<file path="src/rtl/game_pkg.sv">
// game_pkg: shared present types, screen constants and present FSM states
package game_pkg;
    typedef enum logic [1:0] {
        PRES_LIFE     = 2'b00,
        PRES_ROPE     = 2'b01,
        PRES_SPEED    = 2'b10,
        PRES_IMMORTAL = 2'b11
    } present_type_t;
    typedef enum logic [1:0] {IDLE, FALLING, LANDED} pres_state_t;
    localparam int X_MAX   = 639;
    localparam int FLOOR_Y = 440;
    function automatic logic [10:0] min11(input logic [10:0] a, input logic [10:0] b);
        return (a < b) ? a : b;
    endfunction
endpackage

</file>
<file path="src/rtl/lfsr8.sv">
// lfsr8: 8-bit Fibonacci LFSR (x^8+x^6+x^5+x^4+1) with seed and step enable
module lfsr8 #(
    parameter logic [7:0] SEED = 8'hA5
) (
    input  logic       clk,
    input  logic       resetN,
    input  logic       en,
    output logic [7:0] q
);
    // shift left, feedback from taps 8,6,5,4 into bit 0
    always_ff @(posedge clk)
        if (resetN) q <= SEED;
        else if (en) q <= {q[6:0], q[7] ^ q[5] ^ q[4] ^ q[3]};
endmodule

</file>
<file path="src/rtl/present_controller.sv">
// present_controller: spawns, drops, rests and removes the single bonus present; PRESENT_BLINK_EN blinks it near despawn
module present_controller #(
    parameter int         FALL_SPEED      = 2,
    parameter int         FLOOR_Y         = game_pkg::FLOOR_Y,
    parameter int         LIFETIME_FRAMES = 300,
    parameter int         PRESENT_W       = 32,
    parameter int         X_MAX           = game_pkg::X_MAX,
`ifdef PRESENT_BLINK_EN
    parameter int         BLINK_FRAMES    = 90,
`endif
    parameter logic [7:0] LFSR_SEED       = 8'hA5
) (
    input  logic        clk,
    input  logic        resetN,
    input  logic        startOfFrame,
    input  logic        presentsVisible,
    input  logic        presentDrop,
    input  logic [10:0] dropX,
    input  logic [10:0] dropY,
    input  logic        col_present,
    output logic [1:0]  presentChance,
    output logic [1:0]  presentType,
    output logic [10:0] presentX,
    output logic [10:0] presentY,
    output logic        presentActive,
    output logic        presentShow
);
    import game_pkg::*;
    localparam int LW = $clog2(LIFETIME_FRAMES);
    logic [7:0]    lfsr;
    logic [LW-1:0] life_cnt;
    logic [10:0]   next_y;
    pres_state_t   state;
    present_type_t pres_type;

    lfsr8 #(.SEED(LFSR_SEED)) u_lfsr (.clk(clk), .resetN(resetN), .en(1'b1), .q(lfsr));

    assign presentChance = lfsr[1:0];
    assign presentType   = pres_type;
    assign next_y        = presentY + 11'(FALL_SPEED);
`ifdef PRESENT_BLINK_EN
    assign presentShow = (state == LANDED && life_cnt < LW'(BLINK_FRAMES)) ? life_cnt[3] : presentActive;
`else
    assign presentShow = presentActive;
`endif

    // present lifecycle: abort and collection take priority over spawn, fall and lifetime updates
    always_ff @(posedge clk) begin
        if (resetN) begin
            state         <= IDLE;
            pres_type     <= PRES_LIFE;
            presentX      <= '0;
            presentY      <= '0;
            presentActive <= 1'b0;
            life_cnt      <= '0;
        end else if (!presentsVisible || (state != IDLE && col_present)) begin
            state         <= IDLE;
            presentActive <= 1'b0;
        end else begin
            case (state)
                IDLE: if (presentDrop && !col_present) begin
                    state         <= FALLING;
                    pres_type     <= present_type_t'(lfsr[3:2]);
                    presentX      <= min11(dropX, 11'(X_MAX - PRESENT_W + 1));
                    presentY      <= min11(dropY, 11'(FLOOR_Y));
                    presentActive <= 1'b1;
                end
                FALLING: if (startOfFrame) begin
                    presentY <= min11(next_y, 11'(FLOOR_Y));
                    if (next_y >= 11'(FLOOR_Y)) begin
                        state    <= LANDED;
                        life_cnt <= LW'(LIFETIME_FRAMES - 1);
                    end
                end
                LANDED: if (startOfFrame) begin
                    if (life_cnt == '0) begin
                        state         <= IDLE;
                        presentActive <= 1'b0;
                    end else begin
                        life_cnt <= life_cnt - 1'b1;
                    end
                end
                default: state <= IDLE;
            endcase
        end
    end
endmodule

</file>
<file path="config.mk">
export PLATFORM = sky130hd
export DESIGN_NAME = present_controller
export DESIGN_NICKNAME = d
export VERILOG_FILES = /design/src/rtl/game_pkg.sv /design/src/rtl/lfsr8.sv /design/src/rtl/present_controller.sv
export SDC_FILE = /design/constraint.sdc
export NUM_CORES = 1
export LEC_CHECK = 0
export ABC_AREA = 1
export CAP_MARGIN = 20
export CORE_ASPECT_RATIO = 1.75
export CORE_MARGIN = 4
export CORE_UTILIZATION = 40
export DETAILED_ROUTE_END_ITERATION = 16
export PLACE_DENSITY = 0.73
export SYNTH_ARGS = -nofsm -noshare
export SYNTH_HDL_FRONTEND = slang
export SYNTH_SLANG_ARGS = --single-unit
</file>
<file path="constraint.sdc">
create_clock -name clk -period 3.3 [get_ports clk]
set_input_delay 0.33 -clock clk [delete_from_list [all_inputs] [get_ports clk]]
set_output_delay 0.33 -clock clk [all_outputs]
set_load 0.05 [all_outputs]
</file>
==> results.yml, run 1 <==
timing:
  finalWorstSetupSlack_ns: 1.22
  finalSetupViolCount: 0
  timing.final.hold_violations: 0
  timing.setup.tns_ns: 0
  maxSlewViolCount: 0
  finalCriticalPeriod_ns: 2.08
  fin_worst_skew_ns: 0.0132
  tightest_pin_transition_ns: 0.756
  post-route-period-util_pct: 63.1
  rsz_0062_raised_after_global_routing: "false"
  timing.slew.headroom_pct: 49.6
  fmax_mhz: 480
layout:
  final_nets: 436
  antenna_cells: 0
  drive_gt1_share_pct: 8.60
  finish.instance_area_sq_um: 3030
  final_util_pct: 52.0
  post_layout_nonfiller_instances: 485
  area_delta_synth_final_pct: 27.1
status:
  status: "complete, no violations"
power:
  worst_ir_drop_vdd_mv: 0.260
  powerDensity_nw_per_um2: 385
  leakagePower_nw: 1.27
setup_path:
  worst_setup_path_end_kind: "register"
  critical_path.most_common_cell: "nand2_1"
  setup_crit_start: "presentY[1]"
  worst-endpoint-arrival_ns: 2.32
  critical-path-top-delay-family: "simple AND/OR/NAND/NOR gates"
  critical_path_class: "reg -> reg"
  startpoint_kind_of_the_worst_setup_timing_path: "register"
  crit_path_top_delay_cell: "dfxtp_1"
  crit_chain: "ha_1 -> nand2_1 -> nor2_1 -> nand3_1 -> nand2_1 -> inv_2 -> nor2_8 -> nand3_4 -> nand3b_1 -> nand2_1 -> nor2_1"
  crit_path_max_fanout: 20
  worst_ep_required_time_ns: 3.54
  timing.critical_path.buf_inv: 1
  max_stage_delay_ns: 0.46
  regToRegStartpoint: "presentY[1]"
grt:
  grt_overflow: 0
  number_of_antenna_violations_at_the_first_check_in_global_routing: 0
  grt_pass1_vias: 2249
  maximum_number_of_pins_on_one_net_before_global_route_repair: 28
  grt_first_pass_wirelength_um: 9740
  global_route.usage.total_pct: 16.9
floorplanning:
  num_io_pins: 56
  floorplan.initialDensity_pct: 40.9
  die-height_um: 110
  die_area_sq_um: 7310
  die_x_um: 66.4
  fp.coreArea_sq_um: 5830
  fp-row-count: 37
clocking:
  cts_setup_buffers: 0
  cts.sink_count: 44
  ctsHtreeMaxLevel: 2
  post_cts_hold_buffer_count: 0
  cts-resized-gates: 0
  cts_tree: "built"
  tritoncts.num_buffers: 5
  cts_root_buf: "clkbuf_8"
  cts.path.max_buffers: 2
  worstSkewPairLatency_ns: 0.30
  worst_setup_hold_path_clk_slew_ns: 0.08
hold_path:
  hp-start: "u_lfsr.q[6]"
  hold_class: "reg -> reg"
yosys:
  ys.flop_type: "dfxtp_1"
  syn_area_per_cell_sq_um: 6.66
  syn_inst: 358
  yosys.area_share.simple_pct: 33.8
  synth-edff-count: 0
  async_reset_ff_share_pct: 0
  synthAdderAreaFrac_pct: 1.05
  synth.mux.area_fraction_pct: 0
  synth_fp_nets: 388
  netlist-cell-type-count: 34
  ys_seq_area_share_pct: 36.9
  synth_compound_gate_area_share_pct: 15.6
  post_synth_instance_area_sq_um: 2380
  dominant_combinational_cell_family_by_area_after_synthesis: "simple AND/OR/NAND/NOR gates"
  yosysWarningCount: 0
  post_synthesis_xor_xnor_area_fraction_pct: 0.735
  ys_ff_latch: 44
drt:
  route.detailed.drc: 0
  routed_wl_um: 5840
  drt-vias-per-instance: 4.92
  drt_first_pass_iters: 4
  detail_route.iter0.violations: 131
  post_drt_wl_per_cell_um: 12.0
  detailroute.via_count: 2384
  drtAntennaViolNets: 0
placement:
  placement.io_buffers: 55
  placed_cell_area_sq_um: 2940
  dp.final_hpwl_um: 4410
  place.gp.congestion: 0.803
  numPlacedInstances: 477
  pre_cts_ws_ns: 1.04
job:
  cap_violations: 0
## final timing paths
check	end	cells past startpoint	slack, ns
max reg2reg	life_cnt[1]	11	1.22
max	life_cnt[1]	11	1.22
min	u_lfsr.q[7]	1	0.42
min reg2reg	u_lfsr.q[7]	1	0.42
## synthesized netlist by cell type, types with 2 or more instances
cell,n,area [sq um]
nand2_1,76,285
nor2_1,45,169
dfxtp_1,44,881
inv_1,41,154
a21oi_1,31,155
nand3_1,31,155
o21ai_0,28,140
inv_2,9,33.8
nand4_1,6,37.5
buf_2,5,25.0
buf_4,5,37.5
nand2_2,4,25.0
or2_2,4,25.0
nor3_1,3,15.0
a31oi_1,2,12.5
buf_6,2,22.5
clkbuf_1,2,7.51
ha_1,2,25.0
nand3_2,2,20.0
o21a_1,2,15.0
## power breakdown
group          switching [mW]  total (mW)  internal (mW)
logic                   0.153       0.249         0.0961
registers              0.0235       0.580          0.557
clock network           0.191       0.339          0.148
total                   0.368        1.17          0.801
## through the flow
stage / hold WS, ns / total power [mW]
floorplan: 0.389 / 0.753
global placement: 0.397 / 0.839
detailed placement: 0.402 / 0.842
CTS: 0.424 / 1.18
global route: 0.429 / 1.23
finish: 0.418 / 1.17
## area by class of cell
cell class / count / area [sq um]
Clock buffer: 5 / 68.8
Clock inverter: 3 / 18.8
Fill cell: 623 / 2800
Inverter: 50 / 188
Multi-Input combinational cell: 249 / 1220
Sequential cell: 44 / 881
Tap cell: 78 / 97.6
Timing Repair Buffer: 56 / 558
## registers in the layout, summed over array words and instances (netlist names)
register,cells
presentX,11
life_cnt,9
presentActive,1
presentType,2
state,2
u_lfsr.q,8
presentY,11
## per-layer routing
layer | wire length, um | share of wire [%] | GRT usage [%] | vias to the layer above
li1 | - | - | - | 1234
met1 | 2410 | 41 | 18.9 | 1072
met2 | 2990 | 51 | 30.0 | 65
met3 | 311 | 5.3 | 4.46 | 13
met4 | 131 | 2.2 | 6.54 | 0
met5 | 0 | 0 | 0 | -
## cell usage in the layout (no fill, tap or decap), types with 2 or more instances in the layout
master,instances
a21oi_1,31
a31oi_1,2
clkbuf_8,5
clkdlybuf4s50_1,55
clkinv_2,2
dfxtp_1,44
ha_1,2
inv_1,41
inv_2,9
nand2_1,76
nand2_2,4
nand3_1,31
nand3_2,2
nand4_1,6
nor2_1,45
nor3_1,3
o21a_1,2
o21ai_0,28
or2_2,4
## cells by family (layout without fill, tap and decap cells)
| logic type | Yosys count | in the layout |
|---|---|---|
| buffers and inverters | 65 | 114 |
| DFF | 44 | 44 |
| xor gates and xnor gates | 2 | 2 |
| adders and majority gates | 2 | 2 |
| and+or+nand+nor | 177 | 177 |
| AOI/OAI and AO/OA | 68 | 68 |
Power figures use the tool's default switching activity.
==> inputs of run 2 (changes only) <==
--- a/config.mk
+++ b/config.mk
@@ -11,7 +11,7 @@
 export CORE_MARGIN = 4
 export CORE_UTILIZATION = 40
 export DETAILED_ROUTE_END_ITERATION = 16
-export PLACE_DENSITY = 0.73
+export PLACE_DENSITY = 0.76
 export SYNTH_ARGS = -nofsm -noshare
 export SYNTH_HDL_FRONTEND = slang
 export SYNTH_SLANG_ARGS = --single-unit
==> constraint.sdc (replaced) <==
create_clock -name clk -period 1.8 [get_ports clk]
set_input_delay 0.18 -clock clk [delete_from_list [all_inputs] [get_ports clk]]
set_output_delay 0.18 -clock clk [all_outputs]
set_load 0.05 [all_outputs]
==> run 2 against run 1 <==
Total power rose by 88%. Die area unchanged. Clock power grew 91%. Critical path depth decreased by 10. Register-to-register slack got worse by 1.1 ns. Non-clock buffer count rose by 11. Cell area grew 6.7%. Sequential power rose by 83%. Critical endpoint is now presentY[3]. Largest cell class unchanged. Largest power group unchanged.
==> results.yml, run 2 (same netlist as run 1, synthesis figures left out) <==
clocking:
  cts.path.max_buffers: 2
  cts_root_buf: "clkbuf_8"
  worst_setup_hold_path_clk_slew_ns: 0.08
  post_cts_hold_buffer_count: 0
  ctsHtreeMaxLevel: 2
  cts_tree: "built"
  tritoncts.num_buffers: 5
  worstSkewPairLatency_ns: 0.30
  cts.sink_count: 44
layout:
  reg_top3: "presentX: 11 flops, presentY: 11 flops, life_cnt: 9 flops"
  antenna_cells: 0
  layout.filler_cells: 592
  leading_cell_types_in_the_layout_fill_and_taps_excluded: "nand2_1, clkdlybuf4s50_1, nor2_1"
  area_delta_synth_final_pct: 35.6
  multi_input_comb_area_sq_um: 1280
  most_common_cell_after_layout_fill_and_taps_aside: "nand2_1"
  seqCellArea_sq_um: 898
  drive_gt1_share_pct: 14.3
  final_nets: 448
  final_util_pct: 55.4
setup_path:
  critical_path_class: "reg -> out"
  setup_crit_start: "presentY[3]"
  crit_path_max_fanout: 9
  timing.critical_path.buf_inv: 1
  max_stage_delay_ns: 0.82
  critical-path-top-delay-family: "buffers and inverters"
  worst-endpoint-arrival_ns: 1.54
  startpoint_kind_of_the_worst_setup_timing_path: "register"
  worst_setup_path_end_kind: "output port"
  regToRegStartpoint: "presentY[2]"
  crit_chain: "clkdlybuf4s50_1"
  worst_ep_required_time_ns: 1.62
  crit_path_top_delay_cell: "clkdlybuf4s50_1"
floorplanning:
  num_io_pins: 56
  fp-row-count: 37
  fp.coreArea_sq_um: 5830
  die_x_um: 66.4
  floorplan.initialDensity_pct: 40.9
  die-height_um: 110
  die_area_sq_um: 7310
power:
  leakagePower_nw: 1.36
  sw_frac_of_total_pct: 30.5
  netSwitchingPower_mw: 0.671
  worst_ir_drop_vdd_mv: 0.520
  power_total_mw: 2.20
  pwr-share-seq_pct: 48.3
  clockPowerShare_pct: 29.5
  combinationalPowerShare_pct: 22.2
  powerDensity_nw_per_um2: 681
  internal_power_mw: 1.53
placement:
  dp.final_hpwl_um: 4740
  placement.io_buffers: 55
  pre_cts_ws_ns: -0.0520
  place.gp.congestion: 0.912
drt:
  routed_wl_um: 6260
  route.detailed.drc: 0
  met1_length_um: 2440
  drtAntennaViolNets: 0
  met2_wirelength_um: 3340
  post_drt_wl_per_cell_um: 12.6
  detailroute.via_count: 2439
  drt_first_pass_iters: 4
  routed.top_layer: "met4"
  detail_route.iter0.violations: 98
  wl_met3_um: 292
  drt-vias-per-instance: 4.91
grt:
  maximum_number_of_pins_on_one_net_before_global_route_repair: 25
  grt_overflow: 0
  number_of_antenna_violations_at_the_first_check_in_global_routing: 0
  grt_first_pass_wirelength_um: 10300
  grt_pass1_vias: 2389
  global_route.usage.total_pct: 18.0
timing:
  timing.slew.headroom_pct: 56.6
  finalCriticalPeriod_ns: 1.72
  finalSetupViolCount: 0
  timing.final.hold_violations: 0
  fin_worst_skew_ns: 0.00597
  maxSlewViolCount: 0
  fmax_mhz: 582
  finalWorstSetupSlack_ns: 0.0812
  tightest_pin_transition_ns: 0.650
  post-route-period-util_pct: 95.5
hold_path:
  hp-start: "u_lfsr.q[6]"
  hold_class: "reg -> reg"
job:
  cap_violations: 0
status:
  status: "complete, no violations"
[run 2: power by group through the flow]
stage          Sequential (mW)  Clock, mW  Combinational, mW
2_1_floorplan             1.17          0              0.209
3_3_place_gp              1.08          0              0.471
3_5_place_dp              1.09          0              0.476
4_1_cts                   1.06      0.669              0.480
5_1_grt                   1.07      0.717              0.531
6_report                  1.06      0.649              0.488
[run 2: routing by layer]
layer | track usage (%) | up-vias
met2 | 33.8 | 55
met4 | 9.01 | 0
met3 | 3.75 | 15
met5 | 0 | -
met1 | 18.3 | 1101
li1 | - | 1268
[run 2: per-stage QoR]
stage	instances	TNS (ns)	hold WS, ns	cell area [sq um]
4_1_cts	495	-0.0523	0.424	3160
5_1_grt	497	-0.00232	0.443	3230
3_3_place_gp	486	0	0.396	3050
6_report	497	0	0.417	3230
3_5_place_dp	486	-0.355	0.403	3050
2_1_floorplan	358	0	0.287	2400
[run 2: worst paths after layout]
check                              endpoint  slack [ns]  cells after the start
worst max-delay path            presentY[3]        0.08                      1
worst min-delay path            u_lfsr.q[7]        0.42                      1
worst max register to register  presentY[0]        0.14                     11
worst min register to register  u_lfsr.q[7]        0.42                      1
[run 2: what timing repair did]
action / 4_1_cts / 5_1_grt
setup buffers: 0 / 2
pin swaps: 1 / 5
cloned: 1 / 0
gates resized for setup: 1 / 14
endpoints found under the setup margin: 11 / 19
[run 2: area by class of cell]
| cell class | instances | share of cell area (%) |
|---|---|---|
| inverter | 50 | 5.80 |
| multi-input combinational | 250 | 39.7 |
| tap | 78 | 3.02 |
| clock inverter | 1 | 0.193 |
| sequential | 44 | 27.8 |
| clock buffer | 7 | 2.67 |
| timing repair buffer | 67 | 20.9 |
==> inputs of run 3 (changes only) <==
--- a/config.mk
+++ b/config.mk
@@ -7,11 +7,14 @@
 export LEC_CHECK = 0
 export ABC_AREA = 1
 export CAP_MARGIN = 20
+export CELL_PAD_IN_SITES_DETAIL_PLACEMENT = 1
+export CELL_PAD_IN_SITES_GLOBAL_PLACEMENT = 2
 export CORE_ASPECT_RATIO = 1.75
 export CORE_MARGIN = 4
-export CORE_UTILIZATION = 40
+export CORE_UTILIZATION = 24
+export CTS_CLUSTER_SIZE = 24
 export DETAILED_ROUTE_END_ITERATION = 16
-export PLACE_DENSITY = 0.76
+export PLACE_DENSITY = 0.83
 export SYNTH_ARGS = -nofsm -noshare
 export SYNTH_HDL_FRONTEND = slang
 export SYNTH_SLANG_ARGS = --single-unit
==> run 3 against run 2 <==
Clock-buffer cell count shrank 2. Sequential share of layout area shrank 2.5 points. Combinational power grew 8.0%. Setup slack got worse by 0.030 ns. Total power increased by 21%. Fmax down 1.7%. Routed wire length rose by 25%. Largest power group is now clock. Clock skew about the same. Largest cell class unchanged. Via count up 4.0%. Non-clock buffer count increased by 11. Critical path type unchanged. Sequential power about the same. Cell count increased by 11%.
==> results.yml, run 3 (same netlist as run 1, synthesis figures left out) <==
setup_path:
  critical_path_class: "reg -> out"
  worst_ep_required_time_ns: 1.62
  crit-reg2reg-capture: "life_cnt[1]"
  crit_chain: "buf_6 -> clkdlybuf4s50_1"
  crit_path_top_delay_cell: "clkdlybuf4s50_1"
  critical-path-top-delay-family: "buffers and inverters"
  number_of_cells_traversed_by_the_worst_register_to_register_path: 13
  max_stage_delay_ns: 0.80
  startpoint_kind_of_the_worst_setup_timing_path: "register"
  setup.reg_to_reg.worst_slack_ns: 0.10
  worst_setup_path_end_kind: "output port"
  worst-endpoint-arrival_ns: 1.57
  regToRegStartpoint: "life_cnt[1]"
  crit_path_max_fanout: 5
  timing.critical_path.buf_inv: 2
timing:
  finalWorstSetupSlack_ns: 0.0507
  fmax_mhz: 572
  worst_hold_slack_ns: 0.411
  post-route-period-util_pct: 97.2
  rsz_0062_raised_after_global_routing: "true"
  fin_worst_skew_ns: 0.00626
  maxSlewViolCount: 0
  tightest_pin_transition_ns: 0.557
  finalSetupViolCount: 0
  timing.final.hold_violations: 0
  timing.slew.headroom_pct: 62.7
  finalCriticalPeriod_ns: 1.75
grt:
  maximum_number_of_pins_on_one_net_before_global_route_repair: 28
  grt_pass1_vias: 2592
  global_route.usage.total_pct: 13.6
  grt_overflow: 0
  number_of_antenna_violations_at_the_first_check_in_global_routing: 0
  grt_first_pass_wirelength_um: 12800
hold_path:
  hp-start: "u_lfsr.q[6]"
  holdPathEnd: "u_lfsr.q[7]"
  hold_class: "reg -> reg"
  min_path_cells: 1
clocking:
  cts.sink_count: 44
  worstSkewPairLatency_ns: 0.29
  post_cts_hold_buffer_count: 0
  cts.path.max_buffers: 2
  cts_tree: "built"
  tritoncts.num_buffers: 5
  ctsHtreeMaxLevel: 2
  worst_setup_hold_path_clk_slew_ns: 0.06
  cts_root_buf: "clkbuf_16"
power:
  internal_power_mw: 1.90
  pwr-share-seq_pct: 39.9
  clockPowerShare_pct: 40.3
  combinationalPowerShare_pct: 19.8
  worst_ir_drop_vdd_mv: 0.446
  powerDensity_nw_per_um2: 751
  netSwitchingPower_mw: 0.765
  sw_frac_of_total_pct: 28.7
  power_total_mw: 2.66
  leakagePower_nw: 1.46
layout:
  leading_cell_types_in_the_layout_fill_and_taps_excluded: "nand2_1, clkdlybuf4s50_1, nor2_1"
  drive_gt1_share_pct: 19.3
  reg_top3: "presentX: 11 flops, presentY: 11 flops, life_cnt: 9 flops"
  finish.instance_area_sq_um: 3550
  final_nets: 459
  area_delta_synth_final_pct: 48.8
  most_common_cell_after_layout_fill_and_taps_aside: "nand2_1"
  antenna_cells: 0
  layout.filler_cells: 1209
floorplanning:
  num_io_pins: 56
  die-height_um: 140
  floorplan.initialDensity_pct: 24.9
  die_x_um: 83.4
  fp.coreArea_sq_um: 9590
  die_area_sq_um: 11700
  fp-row-count: 47
placement:
  placement.io_buffers: 55
  placed_cell_area_sq_um: 3180
  pre_cts_ws_ns: -0.0549
  place.gp.congestion: 0.776
  dp.final_hpwl_um: 5890
drt:
  drt_first_pass_iters: 4
  route.detailed.drc: 0
  detail_route.iter0.violations: 63
  routed_wl_um: 7820
  drtAntennaViolNets: 0
  drt-vias-per-instance: 4.59
  post_drt_wl_per_cell_um: 14.2
  detailroute.via_count: 2536
status:
  status: "complete, no violations"
job:
  cap_violations: 0
-- run 3: changes by cell type in the layout (fill, tap and decap cells not counted), moves of 3 or more --
cell       before  now
buf_4           8   14
clkbuf_16       0    7
clkbuf_8        6    0
dfxtp_2         5    8
nand2_1        75   71
nand2_2         5    8
-- run 3: worst max path at each step --
stage                           start          end  slack (ns)  depth (start not counted)
after global placement    col_present  presentX[5]       -0.01                          9
after global routing      presentY[1]  life_cnt[1]       -0.03                         10
final                     presentY[1]  presentY[1]        0.05                          2
after floorplan           presentY[1]  life_cnt[8]        0.03                         13
after detailed placement  col_present  presentX[6]       -0.05                          9
after CTS                 presentY[1]  presentY[0]        0.02                         12
-- run 3: power groups by stage --
stage          registers, mW  clock network (mW)  logic (mW)
2_1_floorplan           1.17                   0       0.209
3_3_place_gp            1.08                   0       0.500
3_5_place_dp            1.08                   0       0.505
4_1_cts                 1.06                1.11       0.512
5_1_grt                 1.07                1.14       0.573
6_report                1.06                1.07       0.527
-- run 3: per-layer routing --
metal | GRT usage, % | vias up | wire length (um)
met5 | 0 | - | 0
met4 | 4.74 | 0 | 169
met3 | 2.31 | 8 | 209
met2 | 27.1 | 26 | 4590
met1 | 13.7 | 1216 | 2850
li1 | - | 1286 | -
-- run 3: final cells by class --
cell class / instances / area (sq um) / area share [%]
inverter: 50 / 190 / 5.36
sequential: 44 / 898 / 25.3
clock inverter: 3 / 46.3 / 1.30
multi-input combinational: 250 / 1330 / 37.3
timing repair buffer: 78 / 811 / 22.8
tap: 122 / 153 / 4.30
clock buffer: 5 / 125 / 3.53
-- run 3: metrics by stage --
step / util, % / setup TNS [ns] / instances
floorplan: - / 0 / 358
global placement: 33.2 / -0.0260 / 538
detailed placement: 33.2 / -0.281 / 538
CTS: 35.2 / 0 / 547
global route: 37.0 / -0.0653 / 552
finish: 37.0 / 0 / 552
-- run 3: repair_timing --
| action | 4_1_cts | 5_1_grt |
|---|---|---|
| resized for setup | 2 | 28 |
| gates cloned | 1 | 2 |
| pin swaps | 1 | 7 |
| setup endpoints to repair | 4 | 32 |
| setup buffers | 0 | 3 |
